<file path="src/rtl/phy_pkg.sv">
// ----------------------------------------------------------------------------
// phy_pkg
// Shared definitions for the serial-to-parallel receive path:
//   COMMA_BC       : idle/alignment character
//   LOCK_COUNT_DEF : default number of aligned commas needed to go active
//   rx_state_t     : alignment FSM states
// ----------------------------------------------------------------------------
package phy_pkg;

    localparam logic [7:0]  COMMA_BC       = 8'hBC;
    localparam int unsigned LOCK_COUNT_DEF = 4;

    typedef enum logic [1:0] {
        SEARCH,
        LOCKING,
        ACTIVE
    } rx_state_t;

endpackage

</file>
<file path="src/rtl/serial_paralelo_rx_comma_det.sv">
// ----------------------------------------------------------------------------
// comma_det
// Combinational comparison of a candidate byte against the comma character.
// Ports:
//   i_cand     [7:0] in  : candidate byte (value the shift register takes next)
//   o_is_comma       out : 1 when i_cand equals COMMA
// ----------------------------------------------------------------------------
module comma_det
    import phy_pkg::*;
#(
    parameter logic [7:0] COMMA = COMMA_BC
) (
    input  logic [7:0] i_cand,
    output logic       o_is_comma
);

    assign o_is_comma = (i_cand == COMMA);

endmodule

</file>
<file path="src/rtl/serial_paralelo_rx.sv">
// ----------------------------------------------------------------------------
// serial_paralelo_rx
// Serial-to-parallel receiver with comma-based byte alignment. Searches the
// bit stream for COMMA at any bit offset, confirms LOCK_COUNT aligned commas,
// then recovers one byte every 8 clocks. Commas in the active stream are
// treated as idle and never presented as valid data.
//
// Ports:
//   clk_32f             in  : bit clock, one serial bit per rising edge
//   reset_L             in  : asynchronous active-low reset
//   serial_in           in  : serial data, MSB of each byte first
//   data_out      [7:0] out : last recovered non-comma byte
//   valid_out           out : data_out was loaded in the current byte period
//   active              out : link aligned and locked (sticky until reset)
//   align_err_cnt [7:0] out : LOCKING->SEARCH fallbacks, saturating
//                             (present only when S2P_ERR_CNT_EN is defined)
//
// Build option: define S2P_ERR_CNT_EN to add the alignment-error counter.
// ----------------------------------------------------------------------------
module serial_paralelo_rx
    import phy_pkg::*;
#(
    parameter logic [7:0]  COMMA      = COMMA_BC,
    parameter int unsigned LOCK_COUNT = LOCK_COUNT_DEF
) (
    input  logic       clk_32f,
    input  logic       reset_L,
    input  logic       serial_in,
    output logic [7:0] data_out,
    output logic       valid_out,
    output logic       active
`ifdef S2P_ERR_CNT_EN
    ,
    output logic [7:0] align_err_cnt
`endif
);

    localparam logic [7:0] LC8 = LOCK_COUNT[7:0];

    rx_state_t  r_state;
    logic [7:0] r_sr;
    logic [2:0] r_bit_cnt;
    logic [7:0] r_bc_cnt;

    logic [7:0] w_cand;
    logic       w_is_comma;
    logic       w_boundary;
    logic [7:0] w_bc_next;
    logic       w_unused_sr_msb;

    // Candidate is the byte the shift register will hold after this edge,
    // so a match is acted on in the same cycle its last bit arrives.
    assign w_cand          = {r_sr[6:0], serial_in};
    assign w_boundary      = (r_bit_cnt == 3'd7);
    assign w_bc_next       = r_bc_cnt + 8'd1;
    // The oldest bit shifts out and is never part of the candidate.
    assign w_unused_sr_msb = r_sr[7];

    comma_det #(
        .COMMA (COMMA)
    ) u_comma_det (
        .i_cand     (w_cand),
        .o_is_comma (w_is_comma)
    );

    always_ff @(posedge clk_32f or negedge reset_L) begin
        if (!reset_L) begin
            r_state       <= SEARCH;
            r_sr          <= '0;
            r_bit_cnt     <= '0;
            r_bc_cnt      <= '0;
            data_out      <= '0;
            valid_out     <= 1'b0;
            active        <= 1'b0;
`ifdef S2P_ERR_CNT_EN
            align_err_cnt <= '0;
`endif
        end else begin
            r_sr <= w_cand;

            unique case (r_state)
                SEARCH: begin
                    // Bit position is unknown here, so every cycle is checked.
                    valid_out <= 1'b0;
                    if (w_is_comma) begin
                        r_bit_cnt <= '0;
                        r_bc_cnt  <= 8'd1;
                        if (LOCK_COUNT == 1) begin
                            r_state <= ACTIVE;
                            active  <= 1'b1;
                        end else begin
                            r_state <= LOCKING;
                        end
                    end
                end

                LOCKING: begin
                    valid_out <= 1'b0;
                    r_bit_cnt <= r_bit_cnt + 3'd1;
                    if (w_boundary) begin
                        if (w_is_comma) begin
                            r_bc_cnt <= w_bc_next;
                            if (w_bc_next == LC8) begin
                                r_state <= ACTIVE;
                                active  <= 1'b1;
                            end
                        end else begin
                            r_state  <= SEARCH;
                            r_bc_cnt <= '0;
`ifdef S2P_ERR_CNT_EN
                            if (align_err_cnt != 8'hFF) begin
                                align_err_cnt <= align_err_cnt + 8'd1;
                            end
`endif
                        end
                    end
                end

                ACTIVE: begin
                    // No loss-of-lock detection: ACTIVE is left only by reset.
                    r_bit_cnt <= r_bit_cnt + 3'd1;
                    if (w_boundary) begin
                        if (w_is_comma) begin
                            valid_out <= 1'b0;
                        end else begin
                            data_out  <= w_cand;
                            valid_out <= 1'b1;
                        end
                    end
                end

                default: begin
                    r_state <= SEARCH;
                end
            endcase
        end
    end

endmodule

</file>
<file path="config.mk">
export PLATFORM = sky130hd
export DESIGN_NAME = serial_paralelo_rx
export DESIGN_NICKNAME = d
export VERILOG_FILES = /design/src/rtl/phy_pkg.sv /design/src/rtl/serial_paralelo_rx_comma_det.sv /design/src/rtl/serial_paralelo_rx.sv
export SDC_FILE = /design/constraint.sdc
export NUM_CORES = 1
export LEC_CHECK = 0
export CAP_MARGIN = 0
export CELL_PAD_IN_SITES_DETAIL_PLACEMENT = 1
export CELL_PAD_IN_SITES_GLOBAL_PLACEMENT = 2
export CORE_UTILIZATION = 38
export CTS_CLUSTER_SIZE = 16
export DETAILED_ROUTE_END_ITERATION = 12
export PLACE_DENSITY_LB_ADDON = 0.1
export SLEW_MARGIN = 25
export SYNTH_ARGS = -nofsm -noshare
export SYNTH_HDL_FRONTEND = slang
export SYNTH_SLANG_ARGS = --single-unit
</file>
<file path="constraint.sdc">
create_clock -name clk_32f -period 2.2 [get_ports clk_32f]
set_clock_uncertainty 0.05 [all_clocks]
set_input_delay 0.44 -clock clk_32f [delete_from_list [all_inputs] [get_ports clk_32f]]
set_output_delay 0.44 -clock clk_32f [all_outputs]
set_load 0.02 [all_outputs]
</file>
==> results by group <==
Clocking
  • Hold_buf cts: 0
  • Clock buffer depth: 2
  • CTS tree: done
  • H-Tree Depth: 2
  • Clock root buffer: clkbuf_8
  • Post-CTS setup buffers: 0
  • Clk_lat worst skew: 0.28 ns
  • Inserted Clock Buffers: 5
  • Worst-path clk slew: 0.07 ns
  • Clk sinks: 30

Finish
  • Layout cells sized above 1: 20.5%
  • Footprint of the multi-input gates: 712 sq um
  • Storage cell area: 751 sq um
  • # nets final: 154
  • Most frequent cells in the layout: 30 x dfrtp_1, 12 x clkdlybuf4s50_1, 8 x mux2_4, 7 x buf_4, 6 x clkbuf_8
  • Area Growth Syn to Fin: 20.0%
  • # diodes: 0
  • Commonest non-fill, non-tap cell in the layout: dfrtp_1
  • Fillers: 413

Synth
  • Synth Net Count: 133
  • Post-synth cell types: 43
  • FF+latch count, synth: 30
  • Primary FF master, synth: dfrtp_1
  • Register area share after synthesis: 49.8%
  • Avg Cell Area, Syn: 12.2 sq um
  • Top post-synthesis cells by area: dfrtp_1 50%, mux2_4 8.0%, ha_1 5.0%
  • Post-synth EDFFs: 0
  • Ys async rst share: 100%
  • Ys Warns: 0
  • Area leader, netlist: dfrtp_1
  • Top-area cell type share of the netlist area: 49.8%
  • Post-synthesis instance area: 1510 sq um
  • Cell count after synthesis: 124

Timing
  • Slew headroom: 69.8%
  • Tcrit/Tclk final: 88.5%
  • Worst-margin pin slew: 0.452 ns
  • Final setup fails: 0
  • Final hold violation count: 0
  • Final WS setup: 0.253 ns
  • Setup TNS Final: 0 ns
  • Max Fclk: 0.514 GHz
  • RSZ-0062 raised after global routing: false
  • Pins Over Slew Limit: 0
  • Period minus WS final: 1.95 ns

Global route
  • GR Util All Layers: 19.7%
  • Vias in the first global route: 1,225
  • Initial antenna violation count: 0
  • Gr ovfl total: 0
  • First-pass GRT wire length: 6.04 mm
  • Largest net degree at the start of global routing: 31

Critical path
  • CP Max Fanout: 12
  • CP endpoint: r_bc_cnt[5]$_DFFE_PN0P_
  • CP Class: flop to flop
  • Critical-path cell list: inv_1 > ha_1 > clkinv_1 > buf_4 > nor4b_1 > a211o_1
  • CP endpoint kind: flop
  • Worst Setup SP: r_state[1]$_DFFE_PN0P_
  • Critical path depth: 6
  • CP required: 2.37 ns
  • Delay-heaviest family, CP: buffers and inverters
  • Depth of the most critical reg-to-reg path: 6
  • Reg-to-Reg Start: r_state[1]$_DFFE_PN0P_
  • Crit path buffers/inverters: 3
  • Slowest-stage cell, CP: ha_1
  • Slowest cell delay on critical path: 0.45 ns
  • CP startpoint kind: flop
  • R2R setup slack: 0.25 ns
  • Crit path DAT: 2.12 ns
  • Worst flop-to-flop path endpoint: r_bc_cnt[5]$_DFFE_PN0P_

Power
  • Power Dens Cells: 674 nW/um^2
  • Leak: 0.819 nW
  • Power Total: 1.22 mW
  • Worst VDD drop: 0.000336 V

Job
  • Maxcap violations: 0

Routing
  • Final ANT Viol Nets: 0
  • Iter 0 DRT Violations: 49
  • WL/cell: 18.1 um
  • DRC errors left: 0
  • Routed vias: 1,093
  • DRT Pass-1 Iters: 4
  • Detail-routed via count per cell: 5.63
  • Final WL: 3.51 mm

Place
  • Detail Placement HPWL: 2.49 mm
  • RePlAce Congestion: 0.766
  • Placement Setup Slack: 0.0565 ns
  • IO buf count: 12

Die
  • Die height: 65.0 um
  • Num rows: 22
  • Die Area: 4220 sq um
  • Starting Density: 40.3%
  • # IOs: 13
  • Core box area: 3740 sq um
  • Chip Width: 65.0 um

Worst hold path
  • Min-delay src: r_sr[5]$_DFF_PN0_
  • Hold Crit Class: flop to flop

Status
  • Status: finished clean
==> power breakdown <==
| group | internal, mW | total, mW | switching (mW) |
|---|---|---|---|
| registers | 0.582 | 0.619 | 0.0376 |
| clock network | 0.251 | 0.472 | 0.221 |
| logic | 0.0531 | 0.128 | 0.0747 |
| total | 0.886 | 1.22 | 0.333 |
==> per-layer routing <==
layer / vias up / wire length, um / track usage, %
met2: 19 / 1770 / 33.6
met1: 558 / 1590 / 23.7
li1: 511 / - / -
met3: 5 / 113 / 5.46
met4: 0 / 36 / 6.11
met5: - / 0 / 0
==> cell usage after synthesis, drive strengths merged, types with 2 or more instances <==
cell and instances:
and4 2, a22o 4, o2bb2ai 2, a21oi 3, dfrtp 30, nor2b 3
buf 3, clkbuf 2, ha 6, a211o 4, mux2 9, inv 4
a22oi 2, nor3 5, and2 4, nand3b 2, and3 5, nand4b 3
nand2 3, nor2 5, o21ai 2, o31ai 3, a211oi 3
==> cells by family after synthesis <==
kind of cell	Yosys count	synth area share [%]
adder cells (fa/ha/maj)	6	4.98
AO/OA/AOI/OAI	30	15.4
AND/OR/NAND/NOR	38	17.3
multiplexers	10	9.38
buffers and inverters	10	3.15
flip-flops	30	49.8
==> registers in the layout, summed over array words and instances (netlist names) <==
register,cells
valid_out,1
r_sr,7
r_bc_cnt,8
data_out,8
r_bit_cnt,3
active,1
r_state,2
==> area by class of cell <==
type | instances | share of cell area (%)
clock buffer | 6 | 4.56
clock inverter | 2 | 0.692
inverter | 5 | 1.04
multi-input combinational | 84 | 39.3
sequential | 30 | 41.5
tap | 48 | 3.32
timing repair buffer | 19 | 9.54
==> how the worst min path moves through the flow <==
stage                         endpoint  cells after the start
global route         r_sr[6]$_DFF_PN0_                      0
global placement     r_sr[6]$_DFF_PN0_                      0
floorplan           active$_DFFE_PN0P_                      0
finish               r_sr[6]$_DFF_PN0_                      0
CTS                  r_sr[6]$_DFF_PN0_                      0
detailed placement   r_sr[6]$_DFF_PN0_                      0
==> metrics by stage <==
stage | instance area, sq um | cells | hold slack, ns | utilization, %
2_1_floorplan | 1510 | 124 | 0.0944 | -
3_3_place_gp | 1710 | 186 | 0.336 | 45.7
3_5_place_dp | 1710 | 186 | 0.342 | 45.7
4_1_cts | 1810 | 194 | 0.359 | 48.3
5_1_grt | 1810 | 194 | 0.367 | 48.3
6_report | 1810 | 194 | 0.353 | 48.3
==> timing repair <==
action | CTS | global route
hold endpoints to repair | 0 | 0
resized for setup | 0 | 1
setup endpoints to repair | 0 | 1
Power figures use the tool's default switching activity.
